<file path="src/rtl/pipe_ctrl_if.sv">
// Run-control bundle between decode/debug and pipe_ctrl.
// master drives hazard/debug requests; slave (pipe_ctrl) returns pipeline strobes.
interface pipe_ctrl_if #(
   parameter int CNT_W = 32
);
   logic [4:0]       id_rs;
   logic [4:0]       id_rt;
   logic             id_uses_rt;
   logic             ex_mem_read;
   logic [4:0]       ex_rt;
   logic             branch_taken;
   logic             halt_decoded;
   logic             step_mode;
   logic             step_req;
   logic             resume;
   logic             pipe_en;
   logic             pc_write;
   logic             if_id_write;
   logic             if_id_flush;
   logic             id_ex_bubble;
   logic             halted;
   logic [CNT_W-1:0] cycle_count;
   logic [CNT_W-1:0] stall_count;

   modport master (
      output id_rs, id_rt, id_uses_rt, ex_mem_read, ex_rt, branch_taken,
             halt_decoded, step_mode, step_req, resume,
      input  pipe_en, pc_write, if_id_write, if_id_flush, id_ex_bubble,
             halted, cycle_count, stall_count
   );

   modport slave (
      input  id_rs, id_rt, id_uses_rt, ex_mem_read, ex_rt, branch_taken,
             halt_decoded, step_mode, step_req, resume,
      output pipe_en, pc_write, if_id_write, if_id_flush, id_ex_bubble,
             halted, cycle_count, stall_count
   );
endinterface

</file>
<file path="src/rtl/pipe_ctrl.sv">
// Pipeline run-control: load-use stall, branch flush, halt drain and debug single-step.
// Define PIPE_CTRL_STALL_CNT_EN to build the stall_count register.
module pipe_ctrl #(
   parameter int DRAIN_CYCLES = 4,
   parameter int CNT_W        = 32
) (
   input  logic       clk,
   input  logic       reset,
   pipe_ctrl_if.slave bus
);
   localparam int            DW         = (DRAIN_CYCLES > 1) ? $clog2(DRAIN_CYCLES) : 1;
   localparam logic [DW-1:0] DRAIN_LOAD = DW'(DRAIN_CYCLES - 1);

   typedef enum logic [2:0] {
      S_RUN,
      S_STEP_IDLE,
      S_STEP_ADV,
      S_DRAIN,
      S_HALTED
   } state_t;

   state_t           r_state;
   logic [DW-1:0]    r_drain_cnt;
   logic             r_pipe_en;
   logic             r_halted;
   logic [CNT_W-1:0] r_cycle_count;

   logic w_stall;
   logic w_draining;
   logic w_flush;

   // pipe_en/halted only change on state transitions, so they are set alongside r_state.
   always_ff @(posedge clk) begin
      if (reset) begin
         r_drain_cnt <= '0;
         r_halted    <= 1'b0;
         if (bus.step_mode) begin
            r_state   <= S_STEP_IDLE;
            r_pipe_en <= 1'b0;
         end else begin
            r_state   <= S_RUN;
            r_pipe_en <= 1'b1;
         end
      end else begin
         case (r_state)
            S_RUN: begin
               if (bus.halt_decoded) begin
                  r_state     <= S_DRAIN;
                  r_drain_cnt <= DRAIN_LOAD;
               end else if (bus.step_mode) begin
                  r_state   <= S_STEP_IDLE;
                  r_pipe_en <= 1'b0;
               end
            end
            S_STEP_IDLE: begin
               if (!bus.step_mode) begin
                  r_state   <= S_RUN;
                  r_pipe_en <= 1'b1;
               end else if (bus.step_req) begin
                  r_state   <= S_STEP_ADV;
                  r_pipe_en <= 1'b1;
               end
            end
            S_STEP_ADV: begin
               if (bus.halt_decoded) begin
                  r_state     <= S_DRAIN;
                  r_drain_cnt <= DRAIN_LOAD;
               end else begin
                  r_state   <= S_STEP_IDLE;
                  r_pipe_en <= 1'b0;
               end
            end
            S_DRAIN: begin
               if (r_drain_cnt == '0) begin
                  r_state   <= S_HALTED;
                  r_pipe_en <= 1'b0;
                  r_halted  <= 1'b1;
               end else begin
                  r_drain_cnt <= r_drain_cnt - 1'b1;
               end
            end
            S_HALTED: begin
               if (bus.resume) begin
                  r_halted <= 1'b0;
                  if (bus.step_mode) begin
                     r_state   <= S_STEP_IDLE;
                     r_pipe_en <= 1'b0;
                  end else begin
                     r_state   <= S_RUN;
                     r_pipe_en <= 1'b1;
                  end
               end
            end
            default: begin
               r_state   <= S_RUN;
               r_pipe_en <= 1'b1;
               r_halted  <= 1'b0;
            end
         endcase
      end
   end

   always_ff @(posedge clk) begin
      if (reset) begin
         r_cycle_count <= '0;
      end else if (r_pipe_en) begin
         r_cycle_count <= r_cycle_count + CNT_W'(1);
      end
   end

   // Stall beats flush: a branch resolved against a stale operand must not redirect fetch.
   assign w_stall = bus.ex_mem_read && (bus.ex_rt != 5'd0) &&
                    ((bus.ex_rt == bus.id_rs) || (bus.id_uses_rt && (bus.ex_rt == bus.id_rt)));
   assign w_draining = (r_state == S_DRAIN);
   assign w_flush    = !w_stall && (bus.branch_taken || w_draining);

   assign bus.pipe_en      = r_pipe_en;
   assign bus.halted       = r_halted;
   assign bus.pc_write     = r_pipe_en && !w_stall && !w_draining;
   assign bus.if_id_write  = r_pipe_en && !w_stall && !w_flush;
   assign bus.if_id_flush  = r_pipe_en && w_flush;
   assign bus.id_ex_bubble = r_pipe_en && w_stall;
   assign bus.cycle_count  = r_cycle_count;

`ifdef PIPE_CTRL_STALL_CNT_EN
   logic [CNT_W-1:0] r_stall_count;

   always_ff @(posedge clk) begin
      if (reset) begin
         r_stall_count <= '0;
      end else if (r_pipe_en && w_stall) begin
         r_stall_count <= r_stall_count + CNT_W'(1);
      end
   end

   assign bus.stall_count = r_stall_count;
`else
   assign bus.stall_count = '0;
`endif
endmodule

</file>
<file path="src/flat_wrapper.sv">
// flat-port wrapper written by rule: the top's interface ports become plain ports
module pipe_ctrl_flat 
#(
   parameter int DRAIN_CYCLES = 4,
   parameter int CNT_W        = 32
)
  (clk, reset, bus_id_rs, bus_id_rt, bus_id_uses_rt, bus_ex_mem_read, bus_ex_rt, bus_branch_taken, bus_halt_decoded, bus_step_mode, bus_step_req, bus_resume, bus_pipe_en, bus_pc_write, bus_if_id_write, bus_if_id_flush, bus_id_ex_bubble, bus_halted, bus_cycle_count, bus_stall_count);
  pipe_ctrl_if #(.CNT_W(CNT_W)) bus_i ();
  input  logic clk;
  input  logic reset;
  input wire logic [$bits(bus_i.id_rs)-1:0] bus_id_rs;
  input wire logic [$bits(bus_i.id_rt)-1:0] bus_id_rt;
  input wire logic [$bits(bus_i.id_uses_rt)-1:0] bus_id_uses_rt;
  input wire logic [$bits(bus_i.ex_mem_read)-1:0] bus_ex_mem_read;
  input wire logic [$bits(bus_i.ex_rt)-1:0] bus_ex_rt;
  input wire logic [$bits(bus_i.branch_taken)-1:0] bus_branch_taken;
  input wire logic [$bits(bus_i.halt_decoded)-1:0] bus_halt_decoded;
  input wire logic [$bits(bus_i.step_mode)-1:0] bus_step_mode;
  input wire logic [$bits(bus_i.step_req)-1:0] bus_step_req;
  input wire logic [$bits(bus_i.resume)-1:0] bus_resume;
  output wire logic [$bits(bus_i.pipe_en)-1:0] bus_pipe_en;
  output wire logic [$bits(bus_i.pc_write)-1:0] bus_pc_write;
  output wire logic [$bits(bus_i.if_id_write)-1:0] bus_if_id_write;
  output wire logic [$bits(bus_i.if_id_flush)-1:0] bus_if_id_flush;
  output wire logic [$bits(bus_i.id_ex_bubble)-1:0] bus_id_ex_bubble;
  output wire logic [$bits(bus_i.halted)-1:0] bus_halted;
  output wire logic [$bits(bus_i.cycle_count)-1:0] bus_cycle_count;
  output wire logic [$bits(bus_i.stall_count)-1:0] bus_stall_count;
  assign bus_i.id_rs = bus_id_rs;
  assign bus_i.id_rt = bus_id_rt;
  assign bus_i.id_uses_rt = bus_id_uses_rt;
  assign bus_i.ex_mem_read = bus_ex_mem_read;
  assign bus_i.ex_rt = bus_ex_rt;
  assign bus_i.branch_taken = bus_branch_taken;
  assign bus_i.halt_decoded = bus_halt_decoded;
  assign bus_i.step_mode = bus_step_mode;
  assign bus_i.step_req = bus_step_req;
  assign bus_i.resume = bus_resume;
  assign bus_pipe_en = bus_i.pipe_en;
  assign bus_pc_write = bus_i.pc_write;
  assign bus_if_id_write = bus_i.if_id_write;
  assign bus_if_id_flush = bus_i.if_id_flush;
  assign bus_id_ex_bubble = bus_i.id_ex_bubble;
  assign bus_halted = bus_i.halted;
  assign bus_cycle_count = bus_i.cycle_count;
  assign bus_stall_count = bus_i.stall_count;
  pipe_ctrl #(.DRAIN_CYCLES(DRAIN_CYCLES), .CNT_W(CNT_W)) u_core (.clk(clk), .reset(reset), .bus(bus_i));
endmodule
</file>
<file path="config.mk">
export PLATFORM = sky130hd
export DESIGN_NAME = pipe_ctrl_flat
export DESIGN_NICKNAME = d
export VERILOG_FILES = /design/src/rtl/pipe_ctrl_if.sv /design/src/rtl/pipe_ctrl.sv /design/src/flat_wrapper.sv
export SDC_FILE = /design/constraint.sdc
export NUM_CORES = 1
export LEC_CHECK = 0
export CAP_MARGIN = 10
export CORE_ASPECT_RATIO = 0.9
export CORE_MARGIN = 2
export CORE_UTILIZATION = 43
export CTS_CLUSTER_SIZE = 28
export DETAILED_ROUTE_END_ITERATION = 12
export PLACE_DENSITY = 0.82
export SLEW_MARGIN = 20
export SYNTH_ARGS = -nofsm -noshare
export SYNTH_HDL_FRONTEND = slang
export SYNTH_SLANG_ARGS = --single-unit
</file>
<file path="constraint.sdc">
create_clock -name clk -period 3.6 [get_ports clk]
set_clock_uncertainty 0.05 [all_clocks]
set_input_delay 0.36 -clock clk [delete_from_list [all_inputs] [get_ports clk]]
set_output_delay 0.36 -clock clk [all_outputs]
set_load 0.005 [all_outputs]
</file>
After elaboration in Yosys (flattened, before gate mapping)

Cells that the tools add are included.
Widths: inputs -> output; s select.

Add/sub/neg operators: 2
$mul: 0
Div/mod/pow operators: 0
Magnitude comparators: 0
Equal/unequal tests: 17
Shift-type cells: 0
Multiplexer cells: 26
Bitwise logic cells: 1
Reduce and logical (&&, ||, !) cells: 24

Operators by type and width:

| kind                  | number |
|---|---|
| $add 32x1->32 const B | 1 |
| $mux 3                | 7 |
| $ne 3x3->1 const B    | 5 |
| $pmux 3 s5            | 1 |
| $mux 1                | 12 |
| $eq 5x5->1            | 2 |
| $logic_and 1x1->1     | 9 |
| $ne 4x4->1 const B    | 2 |
| $eq 3x2->1 const B    | 2 |
| $mux 2                | 3 |
| $ne 2x2->1 const B    | 3 |
| $reduce_and 3->1      | 2 |
| $reduce_and 6->1      | 1 |
| $pmux 1 s5            | 1 |
| $reduce_bool 5->1     | 1 |
| $pmux 2 s2            | 1 |
| $reduce_and 4->1      | 1 |
| $eq 3x1->1 const B    | 1 |
| $eq 3x3->1 const B    | 1 |
| $logic_not 1->1       | 3 |
| $logic_not 3->1       | 1 |
| $pmux 1 s3            | 1 |
| $reduce_or 3->1       | 1 |
| $logic_not 2->1       | 1 |
| 6 further kinds       | 7 |

Register bits after elaboration: 39
Bits in latches: 0
RAM bits: 0
Bits in read-only memories: 0
Input bits: 24
Output and inout bits: 70
Logic and storage cells: 75
Memories: 0

Logic depth before layout (Yosys ltp)

Gate-level depths: netlist (run 1).

Word-level depth: 8
Depth in mapped cells: 6
Gate-level depth less buffers: 5

Worst setup path before layout (run 1)

No wires, ideal clock.

Path type: reg-to-reg
Start: reg u_core.r_cycle_count[0], in the netlist u_core.bus.cycle_count[0]
End: reg u_core.r_cycle_count[30], in the netlist u_core.bus.cycle_count[30]
Library setup time: 121 ps
Arrival time: 1571 ps
Required time: 3429 ps
Path slack: 1859 ps
Stages on the path, launching flop included: 7
Path buffers: 1
Period minus slack after synthesis: 1741 ps
Cells stage by stage: dfxtp_1 ha_1 and3_1 buf_2 nand2_1 nor4_1 mux2_2

Word-level cells in the longest chain between the ends: 1

RTL lines:

| what                   | line             | RTL |
|---|---|---|
| from (decl)            | pipe_ctrl.sv:26  | `logic [CNT_W-1:0] r_cycle_count;` |
| from (signal assigned) | pipe_ctrl.sv:107 | `r_cycle_count <= r_cycle_count + CNT_W'(1);` |
| $add 32x1->32          | pipe_ctrl.sv:107 |  |

Every way passes these cells.
A chain may end at the register's enable or synchronous reset.

Worst setup path after layout (run 1)

Start: in bus_ex_rt[0]
End: out bus_pc_write

Word-level cells in the longest chain between the ends: 7
Elaborated cells between the ends (all ways): 10
Classes of those cells: eq/ne (2); reduce/logical (8)

RTL lines:

| what                               | line               | RTL |
|---|---|---|
| from (decl)                        | flat_wrapper.sv:15 | `input wire logic [$bits(bus_i.ex_rt)-1:0] bus_ex_rt;` |
| $eq 5x5->1                         | pipe_ctrl.sv:113   | `((bus.ex_rt == bus.id_rs) \|\| (bus.id_uses_rt && (bus.ex_rt == bus.id_rt)));` |
| $logic_and 1x1->1                  | pipe_ctrl.sv:113   |  |
| $logic_or 1x1->1                   | pipe_ctrl.sv:113   |  |
| $logic_and 1x1->1 (*)              | pipe_ctrl.sv:112   | `assign w_stall = bus.ex_mem_read && (bus.ex_rt != 5'd0) &&` |
| $logic_not 1->1 (*)                | pipe_ctrl.sv:119   | `assign bus.pc_write = r_pipe_en && !w_stall && !w_draining;` |
| $logic_and 1x1->1 (*) (2 in a row) | pipe_ctrl.sv:119   |  |
| to (decl)                          | flat_wrapper.sv:22 | `output wire logic [$bits(bus_i.pc_write)-1:0] bus_pc_write;` |

Mark *: on every way between the ends. The rest lies on a longest branch, timed or not.

==> summary by stage, run 1 <==
Outcome
The flow ran to the end, and the final reports show no timing, DRC or antenna violations.

Power and ir drop
IR analysis of the VDD net gives a maximum drop of about 0.24 mV. Sequential cells account for between 40% and 50% of the total power. The reported leakage power is between 1 and 1.5 nW. The combinational cell fraction of total power is roughly 23%. The internal portion of total power is 874 uW. Net switching is between 20% and 30% of the power. Power spread over the standard cell area amounts to roughly 400 nW/um^2. The net switching power is between 300 and 400 uW.

The part of the power in the clock network is 30.8%.

Floorplanning
The die is 74.3 um tall. Row generation in the floorplan step produced 25 rows. After floorplanning, the core was sized to cover around 5300 um^2. Measured along the x axis, the die boundary spans between 80 and 90 um. The starting utilization of the core area is 44.7%.

For this design the top-level I/O count stands at between 90 and 100. The floorplan step defined a die boundary enclosing 6100 um^2.

Place
The number of port buffers is slightly above 60. At the placement stage, the worst setup path has a slack of 0.953 ns. Including well taps, the total number of placed cells is just under 400. The HPWL reported at the end of detailed placement is approximately 3800 um.

The routability congestion estimate is about 0.86.

CTS
For this design, the CTS-stage hold fixing added 0 buffers. The root buffer cell chosen for the clock tree is clkbuf_8. The post-CTS repair timing setup buffer count is 0. The insertion delay to the later sink of the worst-skew pair is roughly 0.29 ns. TritonCTS built the clock tree. The number of clock sinks is 39.

The clock transition at the register clock pins on the worst setup and hold paths after CTS is 0.07 ns. Counting the buffers created by CTS gives 5. The total number of H-tree levels is 2. In this run the deepest clock path goes through 2 buffers. Once the clock tree was built, the resizer swapped 0 gates to a different size.

Drt
The routed via count divided by cell count is between 5 and 6. The detailed router placed between 2k and 2.5k vias in this run. Once detail routing completed, the nets flagged for antenna violations numbered 0.

The number of DRC violations after detailed-routing iteration 0 is 66. Dividing the detail-routed wire length by the instance count gives 12.4 um. The first-pass detailed-route iteration total is 4.

After detailed routing, the number of remaining DRC violations is 0. After detailed routing, the total wire length is between 5000 and 6000 um.

Cells and area
The share of post-route cells with drive strength above 1 is around 6.3%. The post-layout net count is 361. The number of antenna diodes in the final layout is 0.

The layout-stage area growth over the synthesis result is 26.8%. The number of filler cells placed in the layout is just over 500. The final standard cell count with taps included and fillers excluded is slightly above 400. In the layout the commonest cells are 61 x clkdlybuf4s50_1, 35 x dfxtp_1, 32 x conb_1, 23 x nor2_1, 19 x a21oi_1.

The library cell used most frequently in the layout, excluding fill and tap cells, is clkdlybuf4s50_1.

GRT
The number of antenna violations at the first check in global routing is 0. The pin count of the biggest net entering global routing is 23. The first global-routing pass estimated roughly 8500 um of wire. The via count of the first global-routing pass is between 1.5k and 2k.

The residual overflow from global routing is 0. Global routing consumed, over all layers together, between 15 and 20% of the routing resources.

STA
On the final layout, the worst hold slack is roughly 0.43 ns. The count of pins over their slew limit is 0. The slew of the pin with the lowest slew margin is around 0.76 ns. Setup repair after global routing left no endpoint under its margin.

The final-report setup violation count is 0. The ratio of final minimum period to clock period is about three quarters. The setup TNS is 0 ns. The clock period could shrink to approximately 2.6 ns.

Setup slack on the critical path of the routed design comes to 0.958 ns. The number of hold-slack violations in the final timing report was 0. Based on the critical path, the design can be clocked at up to 0.378 GHz. The worst pin sits at a relative slew slack of about half.

Hold path
The min-delay analysis places its worst path in the category reg -> reg. Along the worst hold path, the cell count comes to 1.

Worst setup path
The signal on the critical path passes through clkdlybuf4s50_1 > or4_1 > o21a_1 > a21oi_1 > clkdlybuf4s50_1. The buffers plus inverters on the worst setup path is 2. Broken down by cell family, the worst path's largest delay share belongs to buffers and inverters.

The length in cells of the worst reg-to-reg path is 4. The cell with the most instances on the worst path is clkdlybuf4s50_1. The worst setup path is of the in -> out kind. The largest individual stage delay along the critical path comes from the cell or4_1.

The required time of the critical path is around 3.2 ns. In this run the number of cells on the critical path is 5. The arrival time at the worst endpoint is roughly 2.2 ns. The top fanout value on the critical path is 4.

The type of destination of the critical path is an output pin. The largest stage delay on the critical path is between 0.5 and 0.6 ns. The worst setup path is launched from an input port.

Yosys
Counting flops with an async set or reset pin after synthesis yields a share of 0%. The share of the yosys chip area belonging to registers is 34.7%. During synthesis, Yosys emitted a total of 0 warnings. In this run, synthesis inferred 4 flip-flops with an integrated enable.

The synthesized netlist contains 46 unique library cells. Yosys attributes the largest share of cell area to dfxtp_1 30%, buf_4 11%, xnor2_1 5.9%. The flip-flop and latch count after synthesis is 39. dfxtp_1 takes more of the synthesized area than any other cell. The cell area that synthesis handed to floorplanning was approximately 2400 um^2. In the synthesized netlist the dominant register cell turns out to be dfxtp_1.

The share of synthesized area in the top cell type comes to 29.7%. The synthesized area divided by synthesized cell count is ~8.5 um^2. The cell count after synthesis came out at about 280.

Run
The reported max-cap violation count is 0.
cell usage after synthesis (all sizes together) (5+ instances only):
cell and n:
o31ai 10, xnor2 16, a21oi 19, and4 8
nand4 12, or4 11, nand3 9, o21ai 6
inv 8, nor3 8, nor2 23, dfxtp 35
nand2 18, buf 40, xor2 7, and3 5
power groups by stage:
stage | Clock (mW) | Combinational (mW) | Sequential (mW)
global placement | 0 | 0.266 | 0.567
global route | 0.398 | 0.308 | 0.572
detailed placement | 0 | 0.271 | 0.569
CTS | 0.382 | 0.274 | 0.560
floorplan | 0 | 0.203 | 0.535
finish | 0.370 | 0.272 | 0.560
per-stage QoR:
stage	utilization [%]	area, um^2	total power [mW]
after floorplan	-	2480	0.738
after CTS	56.7	3000	1.22
after global placement	54.4	2880	0.833
after global routing	56.7	3000	1.28
after detailed placement	54.4	2880	0.840
final	56.7	3000	1.20
metal layers:
metal	GRT usage [%]	routed length [um]	up-vias
met5	0	0	-
met4	6.85	72	0
met3	4.49	320	6
met2	30.0	2350	74
met1	21.8	2270	986
li1	-	-	1055
sequential cells by signal, summed over array words and instances (netlist names):
signal	cells
u_core.bus.pipe_en	1
u_core.bus.cycle_count	32
u_core.bus.halted	1
u_core.r_state	3
u_core.r_drain_cnt	2
logic make-up (layout without fill, tap and decap cells):
logic type                 Yosys count  in the layout  share of synthesized area, %
muxes                                4              4                          1.85
AOI/OAI and AO/OA                   45             45                          11.8
adders and majority gates            2              2                          1.06
buffers and inverters               51             78                          14.1
and+or+nand+nor                    113            113                          27.8
DFF                                 39             39                          34.7
xor gates and xnor gates            23             23                          8.53
other                                1             32                         0.159
final timing paths:
path                         start  slack (ns)                         end
max                   bus_ex_rt[0]        0.96                bus_pc_write
min          u_core.r_drain_cnt[0]        0.43       u_core.r_drain_cnt[0]
min reg2reg  u_core.r_drain_cnt[0]        0.43       u_core.r_drain_cnt[0]
max reg2reg     u_core.bus.pipe_en        1.54  u_core.bus.cycle_count[30]
layout make-up:
type	instances	area, um^2	area share, %
Clock buffer	6	82.6	2.76
Clock inverter	2	35.0	1.17
Inverter	8	30.0	1.00
Multi-Input combinational cell	219	1330	44.2
Sequential cell	39	821	27.4
Tap cell	67	83.8	2.80
Timing Repair Buffer	62	618	20.6
No activity file was read; power rests on OpenSTA's default activity.
==> run 2, diff against run 1 <==
Settings changed: CORE_UTILIZATION 43 to 39, PLACE_DENSITY 0.82 to 0.79.
Clock period 3.6 ns to 2.3 ns, I/O delays scaled along.
==> summary by stage, run 2 (synthesis gave the netlist of run 1 again) <==
Floorplanning
The die footprint is 6700 um^2 (+9.7%). The die boundary width is 86.0 um (+4.8%). The floorplan row count is 26 (+4.0%). The starting utilization of the core area is 41.0% (-3.7 points). The count of pins on the block boundary is 94 (unchanged). The chip height is 77.8 um (+4.7%). The area of the core was 5760 um^2 (+8.9%).

GRT
The pin count of the biggest net entering global routing was 32 (+39%). The aggregate global-route resource usage is 16.4% (-1.4 points). The residual overflow from global routing is 0 (unchanged). The global-route wire length before repair is 8790 um (+3.7%). The via count of the first global-routing pass is 1973 (+0.36%). The number of antenna violations at the first check in global routing is 0 (unchanged).

Drt
The via count is 2157 (+1.7%). The routed via count divided by cell count came to 5.22 (-0.77%). The number of DRC violations after detailed-routing iteration 0 is 88 (+33%). The final routed wirelength across all metal layers is 5410 um (+8.0%). The first-pass detailed-route iteration total was 4 (unchanged). The post-route DRC violation count is 0 (unchanged). The detailed-route wire length per cell was 13.1 um (+5.3%). The count of nets left with antenna violations after detail routing is 0 (unchanged).

Power and ir drop
The highest ir drop seen on vdd was 0.289 mV (+21%). The reported leakage power is 1.09 nW (+2.9%). The power consumption is 1.74 mW (+45%). The power density normalized to cell area is 578 nW/um^2 (+44%).

Worst setup path
The end of the worst register-to-register path is u_core.bus.cycle_count[21]. Traced cell by cell, the critical path runs through clkdlybuf4s50_1 > or4_1 > o21a_1 > and3_1 > dlygate4sd2_1. On the critical path, the stage with the largest delay is an instance of or4_1. The length in cells of the worst reg-to-reg path came to 4 (unchanged). The startpoint of the worst register-to-register path is u_core.bus.cycle_count[4]. The largest stage delay on the critical path is 0.52 ns (-0.02 ns). The type of destination of the critical path is an output pin. The top fanout value on the critical path is 4 (unchanged).

The launching element of the worst setup path is bus_ex_rt[0]. The required time of the critical path is 2.02 ns (-1.17 ns). The setup slack on the worst flop-to-flop path is 0.39 ns (-1.15 ns). The element type at the critical path start is an input port. The classification of the worst setup path is in -> out. The arrival time at the worst endpoint came to 1.83 ns (-0.40 ns).

Cells and area
From synthesis to final layout, the design area changed by 27.5%. The number of filler cells placed in the layout is 532 (+5.3%). The footprint of the multi-input gates came to 1330 um^2 (unchanged). The share of post-route cells with drive strength above 1 is 7.58% (+1.3 points). The top cell types in the final layout, fill and taps aside, are 57 x clkdlybuf4s50_1, 35 x dfxtp_1, 32 x conb_1, 23 x nor2_1, 19 x a21oi_1. The sequential cell area came to 821 um^2 (unchanged). The number of flip-flops under the largest register name was 32 (unchanged). The most common library cell in the layout ignoring fill and taps is clkdlybuf4s50_1. The final standard cell count with taps included and fillers excluded was 413 (+2.5%).

The number of inserted diodes is 0 (unchanged). The post-layout net count is 369 (+2.2%).

Hold path
The instance count along the most critical hold path is 1 (unchanged). For hold timing, the worst endpoint is u_core.r_drain_cnt[0]. The worst hold path startpoint is u_core.r_drain_cnt[0].

The worst min-delay path class is reg -> reg.

CTS
TritonCTS built the clock tree. The cts-stage hold buffer count is 0 (unchanged). The root buffer cell chosen for the clock tree is clkbuf_8. The buffer levels on the longest clock path was 2 (unchanged). The insertion delay to the later sink of the worst-skew pair is 0.29 ns (about the same). The clock transition at the register clock pins on the worst setup and hold paths after CTS is 0.07 ns (about the same). The TritonCTS buffer count is 5 (unchanged). The number of clock sinks came to 39 (unchanged). The total number of H-tree levels came to 2 (unchanged).

Outcome
The flow ran to the end, and the final reports show no timing, DRC or antenna violations.

STA
The achievable clock frequency is about 0.47 GHz. Setup repair after global routing left no endpoint under its margin. The routed design could run at a clock period as short as around 2.1 ns. The worst setup margin is 0.190 ns (-0.768 ns).

The number of hold-slack violations in the final timing report was 0 (unchanged). The final critical path takes up between 90 and 100% of the cycle. The final-report setup violation count is 0 (unchanged).

The count of pins over their slew limit is 0 (unchanged).

Run
The reported max-cap violation count is 0 (unchanged).

Place
The routability congestion estimate was 0.773 (-9.7%). The worst-case setup slack after placement is -0.0460 ns (-0.999 ns). The count of placed standard cells including taps is 406 (+2.8%).

The HPWL reported at the end of detailed placement is 4070 um (+7.9%). The number of port buffers came to 61 (unchanged).
run 2: cell type report:
type | count | area share (%)
timing repair buffer | 70 | 22.3
tap | 70 | 2.91
sequential | 39 | 27.2
multi-input combinational | 219 | 44.0
inverter | 8 | 0.997
clock buffer | 7 | 2.53
run 2: routing by layer:
layer,GRT usage [%],routed length (um),part of all wire (%)
met5,0,0,0
met4,7.62,108,2.0
met3,4.68,371,6.9
met2,28.0,2580,48
met1,18.6,2350,44
run 2: worst max-delay path, delay by kind of cell:
| kind | cells | cell delay (ns) |
|---|---|---|
| simple gates | 2 | 0.69 |
| buf+inv | 2 | 0.69 |
| compound gates | 1 | 0.21 |
run 2: metrics by stage:
| stage | setup TNS [ns] | hold WS, ns | instance area [um^2] | util, % |
|---|---|---|---|---|
| floorplan | 0 | 0.363 | 2480 | - |
| global placement | -0.0137 | 0.412 | 2940 | 51.1 |
| detailed placement | -0.0748 | 0.419 | 2940 | 51.1 |
| CTS | 0 | 0.432 | 3010 | 52.3 |
| global route | 0 | 0.465 | 3010 | 52.3 |
| finish | 0 | 0.437 | 3010 | 52.3 |
run 2: where the power goes:
group          leakage (nW)  switching, mW  internal [mW]
combinational         0.720          0.203          0.244
clock                0.0383          0.224          0.209
sequential            0.327         0.0909          0.771
total                  1.09          0.518           1.22
run 2: timing repair:
item                                    4_1_cts  5_1_grt
buffers inserted                              0        0
gates resized for setup                       4        0
endpoints found under the setup margin        4        0
run 2: worst max-delay path by stage:
stage                                       endpoint  slack, ns  depth (start not counted)
final                               bus_id_ex_bubble       0.19                          5
after global routing                    bus_pc_write       0.12                          8
after CTS                           bus_id_ex_bubble       0.18                          5
after detailed placement             bus_if_id_flush      -0.05                          5
after global placement               bus_if_id_write     -0.006                          5
after floorplan           u_core.bus.cycle_count[30]       0.56                          6
